**src/rtl/fft_seq_ctrl.sv**
```systemverilog
// fft_seq_ctrl
//   Runtime-configurable control sequencer for a shared-butterfly DIT FFT.
//   It steps one shared butterfly through three phases. LOAD writes n points.
//   CALC runs log2n stages. UNLOAD reads n points. The FFT size n = 2^log2n is
//   chosen when a start is accepted. All outputs are registered.
//
// Ports
//   clk, rst         clock; synchronous active-high reset
//   en               clock enable; when low every register holds
//   start, mode      request (mode 01 = load+calc, 10 = unload), sampled in IDLE
//   log2n, inv       size select and inverse flag, latched on an accepted start
//   abort            cancels any active operation, with no done pulse
//   state            0 IDLE, 1 LOAD, 2 CALC, 3 UNLOAD
//   rd_en, rd_point  memory read strobe and index
//   wr_en, wr_point  memory write strobe and index
//   stage            current butterfly stage during CALC
//   inv_q            latched inverse flag
//   busy, done, err  activity level, completion pulse, rejected-start pulse
module fft_seq_ctrl #(
  parameter int N_MAX    = 8192,
  parameter int LOG2_MIN = 2,
  parameter int BF_LAT   = 4,
  parameter int ADDR_W   = $clog2(N_MAX),
  parameter int STAGE_W  = $clog2(ADDR_W),
  parameter int LOG2_W   = $clog2(ADDR_W + 1)
) (
  input  logic               clk,
  input  logic               rst,
  input  logic               en,
  input  logic               start,
  input  logic [1:0]         mode,
  input  logic [LOG2_W-1:0]  log2n,
  input  logic               inv,
  input  logic               abort,
  output logic [2:0]         state,
  output logic [ADDR_W-1:0]  rd_point,
  output logic [ADDR_W-1:0]  wr_point,
  output logic [STAGE_W-1:0] stage,
  output logic               rd_en,
  output logic               wr_en,
  output logic               inv_q,
  output logic               busy,
  output logic               done,
  output logic               err
);

  // The shared counter must hold both n-1 (LOAD/UNLOAD) and n/2+BF_LAT-1 (CALC).
  localparam int CNT_W = $clog2(N_MAX + BF_LAT);

  typedef enum logic [2:0] {
    S_IDLE   = 3'd0,
    S_LOAD   = 3'd1,
    S_CALC   = 3'd2,
    S_UNLOAD = 3'd3
  } state_t;

  state_t             r_state;
  logic [CNT_W-1:0]   r_cnt;
  logic [STAGE_W-1:0] r_stage;
  logic [LOG2_W-1:0]  r_log2n;
  logic               r_inv;
  logic               r_rd_en;
  logic               r_wr_en;
  logic [ADDR_W-1:0]  r_rd_pt;
  logic [ADDR_W-1:0]  r_wr_pt;
  logic               r_done;
  logic               r_err;

  state_t             w_state_n;
  logic [CNT_W-1:0]   w_cnt_n;
  logic [STAGE_W-1:0] w_stage_n;
  logic [LOG2_W-1:0]  w_log2n_n;
  logic               w_inv_n;
  logic               w_done_n;
  logic               w_err_n;
  logic               w_rd_en_n;
  logic               w_wr_en_n;
  logic [ADDR_W-1:0]  w_rd_pt_n;
  logic [ADDR_W-1:0]  w_wr_pt_n;

  logic [CNT_W-1:0]   w_n;
  logic [CNT_W-1:0]   w_half;
  logic [CNT_W-1:0]   w_last_pt;
  logic [CNT_W-1:0]   w_last_ph;
  logic               w_legal;
  logic               w_last_stage;

  assign w_n          = CNT_W'(1) << r_log2n;
  assign w_half       = w_n >> 1;
  assign w_last_pt    = w_n - CNT_W'(1);
  assign w_last_ph    = w_half + CNT_W'(BF_LAT - 1);
  assign w_legal      = (log2n >= LOG2_W'(LOG2_MIN)) && (log2n <= LOG2_W'(ADDR_W));
  assign w_last_stage = (LOG2_W'(r_stage) == (r_log2n - LOG2_W'(1)));

  // Next-state and counter sequencing
  always_comb begin
    w_state_n = r_state;
    w_cnt_n   = r_cnt;
    w_stage_n = r_stage;
    w_log2n_n = r_log2n;
    w_inv_n   = r_inv;
    w_done_n  = 1'b0;
    w_err_n   = 1'b0;

    case (r_state)
      S_IDLE: begin
        if (start && (mode == 2'b01 || mode == 2'b10)) begin
          if (!w_legal) begin
            w_err_n = 1'b1;
          end else begin
            w_log2n_n = log2n;
            w_inv_n   = inv;
            w_cnt_n   = '0;
            w_stage_n = '0;
            w_state_n = (mode == 2'b01) ? S_LOAD : S_UNLOAD;
          end
        end
      end
      S_LOAD: begin
        if (r_cnt == w_last_pt) begin
          w_state_n = S_CALC;
          w_cnt_n   = '0;
          w_stage_n = '0;
        end else begin
          w_cnt_n = r_cnt + CNT_W'(1);
        end
      end
      S_CALC: begin
        // A stage ends only after its last write-back, so stages never overlap.
        if (r_cnt == w_last_ph) begin
          w_cnt_n = '0;
          if (w_last_stage) begin
            w_state_n = S_IDLE;
            w_stage_n = '0;
            w_done_n  = 1'b1;
          end else begin
            w_stage_n = r_stage + STAGE_W'(1);
          end
        end else begin
          w_cnt_n = r_cnt + CNT_W'(1);
        end
      end
      S_UNLOAD: begin
        if (r_cnt == w_last_pt) begin
          w_state_n = S_IDLE;
          w_cnt_n   = '0;
          w_done_n  = 1'b1;
        end else begin
          w_cnt_n = r_cnt + CNT_W'(1);
        end
      end
      default: begin
        w_state_n = S_IDLE;
        w_cnt_n   = '0;
        w_stage_n = '0;
      end
    endcase

    // Abort overrides every transition but leaves IDLE untouched.
    if (abort && r_state != S_IDLE) begin
      w_state_n = S_IDLE;
      w_cnt_n   = '0;
      w_stage_n = '0;
      w_done_n  = 1'b0;
    end
  end

  // Output decode from the next state, so the strobes line up with the indices.
  always_comb begin
    w_rd_en_n = 1'b0;
    w_wr_en_n = 1'b0;
    w_rd_pt_n = r_rd_pt;
    w_wr_pt_n = r_wr_pt;
    case (w_state_n)
      S_LOAD: begin
        w_wr_en_n = 1'b1;
        w_wr_pt_n = ADDR_W'(w_cnt_n);
      end
      S_CALC: begin
        w_rd_en_n = (w_cnt_n < w_half);
        w_wr_en_n = (w_cnt_n >= CNT_W'(BF_LAT));
        if (w_rd_en_n) w_rd_pt_n = ADDR_W'(w_cnt_n);
        if (w_wr_en_n) w_wr_pt_n = ADDR_W'(w_cnt_n - CNT_W'(BF_LAT));
      end
      S_UNLOAD: begin
        w_rd_en_n = 1'b1;
        w_rd_pt_n = ADDR_W'(w_cnt_n);
      end
      default: begin
        w_rd_en_n = 1'b0;
        w_wr_en_n = 1'b0;
      end
    endcase
  end

  always_ff @(posedge clk) begin
    if (rst) begin
      r_state <= S_IDLE;
      r_cnt   <= '0;
      r_stage <= '0;
      r_log2n <= '0;
      r_inv   <= 1'b0;
      r_rd_en <= 1'b0;
      r_wr_en <= 1'b0;
      r_rd_pt <= '0;
      r_wr_pt <= '0;
      r_done  <= 1'b0;
      r_err   <= 1'b0;
    end else if (en) begin
      r_state <= w_state_n;
      r_cnt   <= w_cnt_n;
      r_stage <= w_stage_n;
      r_log2n <= w_log2n_n;
      r_inv   <= w_inv_n;
      r_rd_en <= w_rd_en_n;
      r_wr_en <= w_wr_en_n;
      r_rd_pt <= w_rd_pt_n;
      r_wr_pt <= w_wr_pt_n;
      r_done  <= w_done_n;
      r_err   <= w_err_n;
    end
  end

  assign state    = r_state;
  assign rd_point = r_rd_pt;
  assign wr_point = r_wr_pt;
  assign stage    = r_stage;
  assign rd_en    = r_rd_en;
  assign wr_en    = r_wr_en;
  assign inv_q    = r_inv;
  assign busy     = (r_state != S_IDLE);
  assign done     = r_done;
  assign err      = r_err;

endmodule

```
**config.mk**
```make
export PLATFORM = sky130hd
export DESIGN_NAME = fft_seq_ctrl
export DESIGN_NICKNAME = d
export VERILOG_FILES = /design/src/rtl/fft_seq_ctrl.sv
export SDC_FILE = /design/constraint.sdc
export NUM_CORES = 1
export LEC_CHECK = 0
export ABC_AREA = 1
export BUFFER_PORTS_ARGS = -buffer_cell sky130_fd_sc_hd__buf_2
export CORE_UTILIZATION = 55
export DETAILED_ROUTE_END_ITERATION = 16
export PLACE_DENSITY_LB_ADDON = 0.12
export SYNTH_ARGS = -nofsm -noshare
export SYNTH_HDL_FRONTEND = slang
export SYNTH_SLANG_ARGS = --single-unit
```
**constraint.sdc**
```tcl
create_clock -name clk -period 5.2 [get_ports clk]
set_input_delay 0.52 -clock clk [delete_from_list [all_inputs] [get_ports clk]]
set_output_delay 0.52 -clock clk [all_outputs]
set_load 0.05 [all_outputs]
```
Word level (Yosys, flattened, before mapping)
Cells that the tools add are included.

word-level totals
  flip-flop bits (word level) = 56
  bits in latches = 0
  RAM bits = 0
  memory bits (read-only) = 0
  output and inout port bits = 39
  memories kept = 0

operators by class
  $add $sub $neg = 6
  multipliers = 0
  div/mod/pow operators = 0
  $lt $le $gt $ge = 4
  equal/unequal tests = 18
  shifts and indexed selects = 1
  muxes and demuxes = 36
  bitwise gates (word level) = 0
  reduce and logical (&&, ||, !) cells = 13

operator list
  kind                                                                    number
  14-bit 2-to-1 mux                                                       5
  13-bit case mux with 2 select lines                                     2
  14-bit case mux with 3 select lines                                     1
  14-bit equality test                                                    2
  13-bit 2-to-1 mux                                                       2
  4-bit 2-to-1 mux                                                        6
  3-bit 2-to-1 mux                                                        7
  4-bit case mux with 4 select lines                                      1
  13-bit by 2-bit adder with 14-bit output, second input constant         1
  14-bit by 1-bit adder with 14-bit output, second input constant         1
  14-bit by 3-bit >= comparator with 1-bit output, second input constant  1
  14-bit by 13-bit less-than comparator with 1-bit output                 1
  1-bit by 4-bit left shift with 14-bit output, first input constant      1
  14-bit by 1-bit subtractor with 14-bit output, second input constant    1
  13-bit by 3-bit subtractor with 13-bit output, second input constant    1
  3-bit by 2-bit equality test with 1-bit output, second input constant   4
  3-bit != test, second input constant                                    4
  3-bit case mux with 4 select lines                                      1
  1-bit 2-to-1 mux                                                        7
  3-bit by 1-bit equality test with 1-bit output, second input constant   2
  2-bit != test, second input constant                                    3
  1-bit case mux with 2 select lines                                      3
  3-bit AND reduction                                                     2
  6-bit AND reduction                                                     1
  15 further kinds                                                        18

Longest topological paths before layout
Gate-level depths: netlist (run 1).

  depth after elaboration = 9
  depth in mapped cells = 35

Least setup slack after synthesis (run 1)
No wires, ideal clock.

  path type = reg2reg
  from = register r_log2n[1]
  to = register r_rd_pt[10], in the netlist rd_point[10]
  setup time = 0.117 ns
  arrival = 3.902 ns
  required time = 5.083 ns
  path slack = 1.181 ns
  stages on the path, launching flop included = 35
  path buffers = 2
  cell sequence = dfxtp_1 -> inv_1 -> ha_1 -> nand2_1 -> ha_1 -> nand2_1 -> inv_1 -> nor2_1 -> nand2_1 -> nor2_1 -> nand2_1 -> nor2_1 -> nand3_1 -> nor2_2 -> nand3_2 -> nand2_2 -> nand2_4 -> buf_6 -> nand2_1 -> nand2_1 -> nand2_2 -> inv_1 -> ha_1 -> a21oi_1 -> o21ai_0 -> a21oi_1 -> nor2_1 -> o21ai_0 -> and3b_1 -> nand2_1 -> nand2_2 -> buf_4 -> nand3_1 -> nand2_1 -> nor2_1

on the way
  cells in the longest elaborated chain, start to end = 9

RTL lines
  what                                                                                                       line           RTL
  start: declaration                                                                                         60             logic [LOG2_W-1:0] r_log2n;
  start signal: assignment                                                                                   213            r_log2n <= w_log2n_n;
  1-bit by 4-bit left shift with 14-bit output *                                                             88             assign w_n = CNT_W'(1) << r_log2n;
  14-bit by 1-bit subtractor with 14-bit output or 13-bit by 2-bit adder with 14-bit output (tied branches)  90, 91
  14-bit equality test, on equally long branches                                                             120, 144, 130
  14-bit 2-to-1 mux, on equally long branches                                                                120, 144, 130
  14-bit case mux with 3 select lines *                                                                      105            case (r_state)
  14-bit 2-to-1 mux *                                                                                        160            if (abort && r_state != S_IDLE) begin
  named net w_cnt_n[7]                                                                                       70             logic [CNT_W-1:0] w_cnt_n;
  14-bit by 13-bit less-than comparator with 1-bit output *                                                  180            w_rd_en_n = (w_cnt_n < w_half);
  2-bit != test (no source line) *                                                                           n/a
  3-bit AND reduction (no source line) *                                                                     n/a
  end signal: assignment                                                                                     217            r_rd_pt <= w_rd_pt_n;
  end: declaration                                                                                           64             logic [ADDR_W-1:0] r_rd_pt;

Mark *: on every way through the listed nets, which the timed path passes. The rest lies on a longest branch. The select of a mux whose other input is x is not followed.
A chain may end at the register's enable or synchronous reset.

Worst setup path after layout (run 1)
  from = register r_log2n[0]
  to = register r_rd_pt[12], in the netlist rd_point[12]

The elaborated chain is that of the path after synthesis.

==> impl_results.md, run 1 <==
* Final setup viols at 0
* 1st-iter DRT viols at between 300 and 400
* Slew Viols, Final at 0
* First-pass GRT wire length at approximately 20,000 microns
* Most common cell after layout, fill and taps aside: nand2_1
* Die ar. at 8690 sq um
* Post-route insts no fill at around 880
* Cts hold-fix bufs at 0
* Max Cap Viol at 0
* Register area at 1120 sq um
* Drt via density at between 5 and 6
* Setup bufs post-CTS at 0
* Status: finished, final reports clean
* DPL Wire Length at just over 9000 microns
* Synth Register Bits at 56
* Worst-path fanout max at 27
* Syn_area_per_cell at 6.21 sq um
* CTS buffer count at 5
* DP Area at slightly below 5000 sq um
* # fillers at 769
* Post-route setup slack at roughly 0.46 ns
* Largest net degree at the start of global routing at 34
* Power Dens Cells at roughly 260 nW/um^2
* Maximum VDD drop at 188 uV
* WP data arrival at approximately 5.0 ns
* Post-layout minimum cycle time at about 4.7 ns
* Gr usage total at between 20 and 30%
* Drt wl/cell at about 14 microns
* Vias in the first global route at 4,268
* Post-synth EDFFs at 0
* Chip height at about 93 microns
* Drt drc at 0
* CP max-delay cell: ha_1
* Syn-to-layout area delta at 7.98%
* Area occupied by multi-input gates at approximately 3000 sq um
* Synth warnings at 0
* Yosys cell types at 40
* CTS tree: done
* Clock skew at 0.0113 ns
* Global route total overflow at 0
* Later-pin clock latency in the skew report at between 0.3 and 0.4 ns
* Post-route cell area at roughly 5000 sq um
* Final hold vios at 0
* Initial antenna violation count at 0
* Sequential fraction of the synthesis area at between 20 and 25%
* I/O pin total at 51
* Core area at around 8000 sq um
* Area of the mapped netlist at 4580 sq um
* Syn_nets at just under 800
* Root Driver: clkbuf_8
* Post-layout util at 62.6%
* Pre-CTS WS at between 0.4 and 0.5 ns
* Crit-path most repeated cell: nand2_1
* Fmax at about 210 MHz
* Min-Delay Path Class: in2reg
* PortBufs at 50
* CTS clk-pin slew, worst paths at approximately 0.11 ns
* Main flop type after synthesis: dfxtp_1
* Asr flop ratio synth at 0%
* Placed cells at between 800 and 900
* Crit path from: r_log2n[0]$_SDFFE_PP0P_
* CTS resizes at 0
* Number of iterations in the first detailed-routing pass at 5
* Gpl congestion at ~0.94
* Commonest non-fill, non-tap cells in the layout: nand2_1, nor2_1, inv_1
* DRT Wirelength at about 12,000 microns
* Max-slew headroom at 34.5%
* Leakage at roughly 0.0026 uW
* Starting Density at between 50% and 60%
* RSZ-0062 raised after global routing: no
* Die Width at ~93 microns
* Final Cycle Share at slightly above 90%
* H-tree Lvls at 2
* Antenna cells at 0
* Row Count at 32
* Crit start category: flip-flop
* WP data required at 5.41 ns
* Vias at between 4,000 and 5,000
* HP Start: rst
* Clk buf depth at 2
* Critical Path End Type: flip-flop
* Kind of critical path: reg2reg
* Worst-margin pin slew at 0.982 ns
* Gate Count Post-Synth at approximately 740
* Antenna viol nets, final at 0
* Sum Neg Setup Slack at 0 ns
* Slowest cell delay on critical path at approximately 0.5 ns
* Layout Nets at around 810
* Layout cell share with drive strength beyond 1 at between 10 and 15%
* Reg2Reg Launch Point: r_log2n[0]$_SDFFE_PP0P_
* Num Clock Sinks at 56
-- logic make-up after synthesis --
family	after synthesis	share of synthesized area, %
AOI/OAI and AO/OA	84	10.2
buffers and inverters	118	10.8
adders and majority gates	24	6.56
and+or+nand+nor	421	41.5
xor gates and xnor gates	34	6.51
DFF	56	24.5
-- critical path, delay by kind of cell, from the launching register on --
kind                       cells  cell delay (ns)
and+or+nand+nor               22             2.30
adders and majority gates      3             1.16
AOI/OAI and AO/OA              4             0.53
DFF                            1             0.36
buffers and inverters          3             0.28
-- sequential cells by signal (all words and copies together) (netlist names), 3 cells and up --
| name | count |
|---|---|
| rd_point | 13 |
| stage | 4 |
| state | 3 |
| wr_point | 13 |
| r_cnt | 14 |
| r_log2n | 4 |
-- path summary, 6_finish.rpt --
kind | cells past startpoint | to | slack (ns)
setup reg to reg | 32 | rd_point[12]$_SDFFE_PP0P_ | 0.46
setup / recovery | 32 | rd_point[12]$_SDFFE_PP0P_ | 0.46
hold reg to reg | 2 | inv_q$_SDFFE_PP0P_ | 0.47
hold / removal | 2 | inv_q$_SDFFE_PP0P_ | 0.45
-- report_power, final --
part / internal, uW / total [uW] / switching, uW / leakage [uW]
sequential: 466 / 488 / 22.0 / 0.000455
clock: 96.9 / 255 / 158 / 0.0000456
combinational: 150 / 542 / 391 / 0.00214
-- metal layers --
metal	up-vias	part of all wire [%]	GRT usage, %
met5	-	0	0
met4	0	2.6	8.72
met3	22	5.9	3.09
met2	171	43	46.8
met1	2046	48	40.4
li1	2414	-	-
-- final cells by class --
type / count / area share, %
Inverter: 95 / 7.27
Clock inverter: 2 / 0.279
Sequential cell: 56 / 22.7
Timing Repair Buffer: 54 / 5.67
Tap cell: 102 / 2.58
Multi-Input combinational cell: 563 / 60.0
Clock buffer: 6 / 1.47
-- cell usage after synthesis, types with 2 or more instances --
library cell,n,area (sq um)
nand2_1,217,815
nor2_1,87,327
inv_1,85,319
nand3_1,60,300
dfxtp_1,56,1120
a21oi_1,36,180
xor2_1,30,263
ha_1,24,300
o21ai_0,21,105
o22ai_1,14,87.6
clkbuf_1,11,41.3
nand2_2,11,68.8
nand3_2,9,90.1
nand4_1,9,56.3
inv_2,8,30.0
nor2_2,7,43.8
buf_6,5,56.3
nor3_1,5,25.0
nand2_4,4,45.0
nor2_4,4,45.0
o21ai_1,4,20.0
xnor2_1,4,35.0
buf_1,3,11.3
buf_2,2,10.0
buf_4,2,15.0
nand3b_1,2,15.0
o21ai_2,2,17.5
o32ai_1,2,17.5
or2_2,2,12.5
-- metrics by stage --
step | power [uW] | hold slack [ns]
3_3_place_gp | 1030 | 0.450
2_1_floorplan | 929 | 0.533
6_report | 1280 | 0.450
4_1_cts | 1280 | 0.453
3_5_place_dp | 1030 | 0.458
5_1_grt | 1370 | 0.449
Note: power is estimated with default switching activity, not from simulation.
==> inputs of run 2 (changes only) <==
Settings changed: SKIP_CTS_REPAIR_TIMING from default to 1.
Clock period 5.2 ns to 5.1 ns, I/O delays scaled along.
==> run 2 against run 1 <==
Power grew 2.5%. Setup slack gained 0.084 ns. Via count grew 1.6%. First-iteration DRC count grew 35%. Sequential share of layout area shrank 0.074 points. Sequential power grew 2%. Critical path type unchanged. Critical endpoint is now rd_point[7]$_SDFFE_PP0P_. Largest power group unchanged.
==> impl_results.md, run 2 (same netlist as run 1, synthesis figures left out) <==
* Post-route cell area at just under 5000 sq um
* CTS buffer count at 5
* Slowest cell delay on critical path at between 0.3 and 0.4 ns
* Vias in the first global route at 4,214
* RSZ-0062 raised after global routing: no
* Min-Delay Path Class: in2reg
* Final setup viols at 0
* DPL Wire Length at about 9400 microns
* Chip height at about 93 microns
* Gpl congestion at ~0.94
* Final Cycle Share at around nine tenths
* Vias at between 4,000 and 5,000
* Fmax at 220 MHz
* Post-layout minimum cycle time at 4.56 ns
* Worst-path fanout max at 27
* Later-pin clock latency in the skew report at 0.32 ns
* Largest net degree at the start of global routing at 34
* Global route total overflow at 0
* Starting Density at slightly below 60%
* Root Driver: clkbuf_8
* Crit start category: flip-flop
* WP data required at between 5 and 6 ns
* Gr usage total at between 20 and 30%
* Layout Nets at 811
* Critical Path End Type: flip-flop
* Clock skew at 0.00855 ns
* Crit-path most repeated cell: nand2_1
* CTS tree: done
* Final hold vios at 0
* Number of iterations in the first detailed-routing pass at 5
* DRT Wirelength at around 12,000 microns
* Layout cell share with drive strength beyond 1 at between 10% and 20%
* Die Width at between 90 and 100 microns
* Commonest non-fill, non-tap cells in the layout: nand2_1, nor2_1, inv_1
* Num Clock Sinks at 56
* Hold WS at ~0.45 ns
* CP max-delay cell: dfxtp_1
* Sum Neg Setup Slack at 0 ns
* 1st-iter DRT viols at around 440
* Drt wl/cell at between 10 and 15 microns
* Die ar. at between 8000 and 9000 sq um
* WP data arrival at roughly 4.8 ns
* Most common cell after layout, fill and taps aside: nand2_1
* DP Area at around 4800 sq um
* Status: finished, final reports clean
* Max-slew headroom at 35.0%
* Drt drc at 0
* Max Cap Viol at 0
* Reg with most FFs: r_cnt
* Drt via density at between 5 and 6
* Clk buf depth at 2
* Worst-margin pin slew at between 0.9 and 1 ns
* PortBufs at 50
* Tot Pwr at roughly 1300 uW
* Power Dens Cells at approximately 270 nW/um^2
* Post-layout util at 62.8%
* Leakage at 0.00263 uW
* Maximum VDD drop at 191 uV
* Row Count at 32
* Largest register FFs at 14
* I/O pin total at 51
* First-pass GRT wire length at between 20,000 and 25,000 microns
* Core area at approximately 7900 sq um
* Antenna cells at 0
* H-tree Lvls at 2
* Slew Viols, Final at 0
* CTS clk-pin slew, worst paths at roughly 0.11 ns
* Initial antenna violation count at 0
* Kind of critical path: reg2reg
* Antenna viol nets, final at 0
* Syn-to-layout area delta at 8.34%
run 2: cell types whose count changed in the layout (fill, tap and decap cells not counted):
| cell | delta |
|---|---|
| ha_1 | -3 |
| ha_2 | +3 |
| nand2_4 | -1 |
| nand2_8 | +1 |
run 2: worst max-delay path, delay by kind of cell (launching register included):
family	cells	cell delay (ns)
AO/OA/AOI/OAI	4	0.51
adder cells (fa/ha/maj)	3	1.02
buffers and inverters	3	0.28
flip-flops	1	0.38
AND/OR/NAND/NOR	22	2.30
run 2: routing by layer:
metal / share of wire, % / up-vias / GRT usage, %
li1: - / 2418 / -
met1: 47 / 2120 / 40.7
met2: 44 / 163 / 46.4
met3: 5.7 / 25 / 3.25
met4: 2.6 / 0 / 9.23
met5: 0 / - / 0
run 2: cell type report:
| class | count | area (sq um) |
|---|---|---|
| inverter | 95 | 359 |
| tap | 102 | 128 |
| sequential | 56 | 1120 |
| clock buffer | 6 | 72.6 |
| clock inverter | 2 | 13.8 |
| multi-input combinational | 563 | 2980 |
| fill | 765 | 2930 |
| timing repair buffer | 54 | 280 |
run 2: final timing paths:
kind / startpoint / endpoint / slack (ns) / cells past startpoint
max: r_log2n[0]$_SDFFE_PP0P_ / rd_point[7]$_SDFFE_PP0P_ / 0.54 / 32
min: rst / inv_q$_SDFFE_PP0P_ / 0.45 / 2
max reg2reg: r_log2n[0]$_SDFFE_PP0P_ / rd_point[7]$_SDFFE_PP0P_ / 0.54 / 32
min reg2reg: inv_q$_SDFFE_PP0P_ / inv_q$_SDFFE_PP0P_ / 0.47 / 2
run 2: per-stage QoR:
step / instances / setup slack [ns]
6_report: 878 / 0.545
5_1_grt: 878 / 0.0326
4_1_cts: 878 / 0.284
3_5_place_dp: 870 / 0.303
3_3_place_gp: 870 / 0.503
2_1_floorplan: 737 / 1.08
run 2: power by group:
part / switching, uW / internal (uW)
logic: 403 / 155
clock network: 161 / 98.7
registers: 23.3 / 475
total: 587 / 729
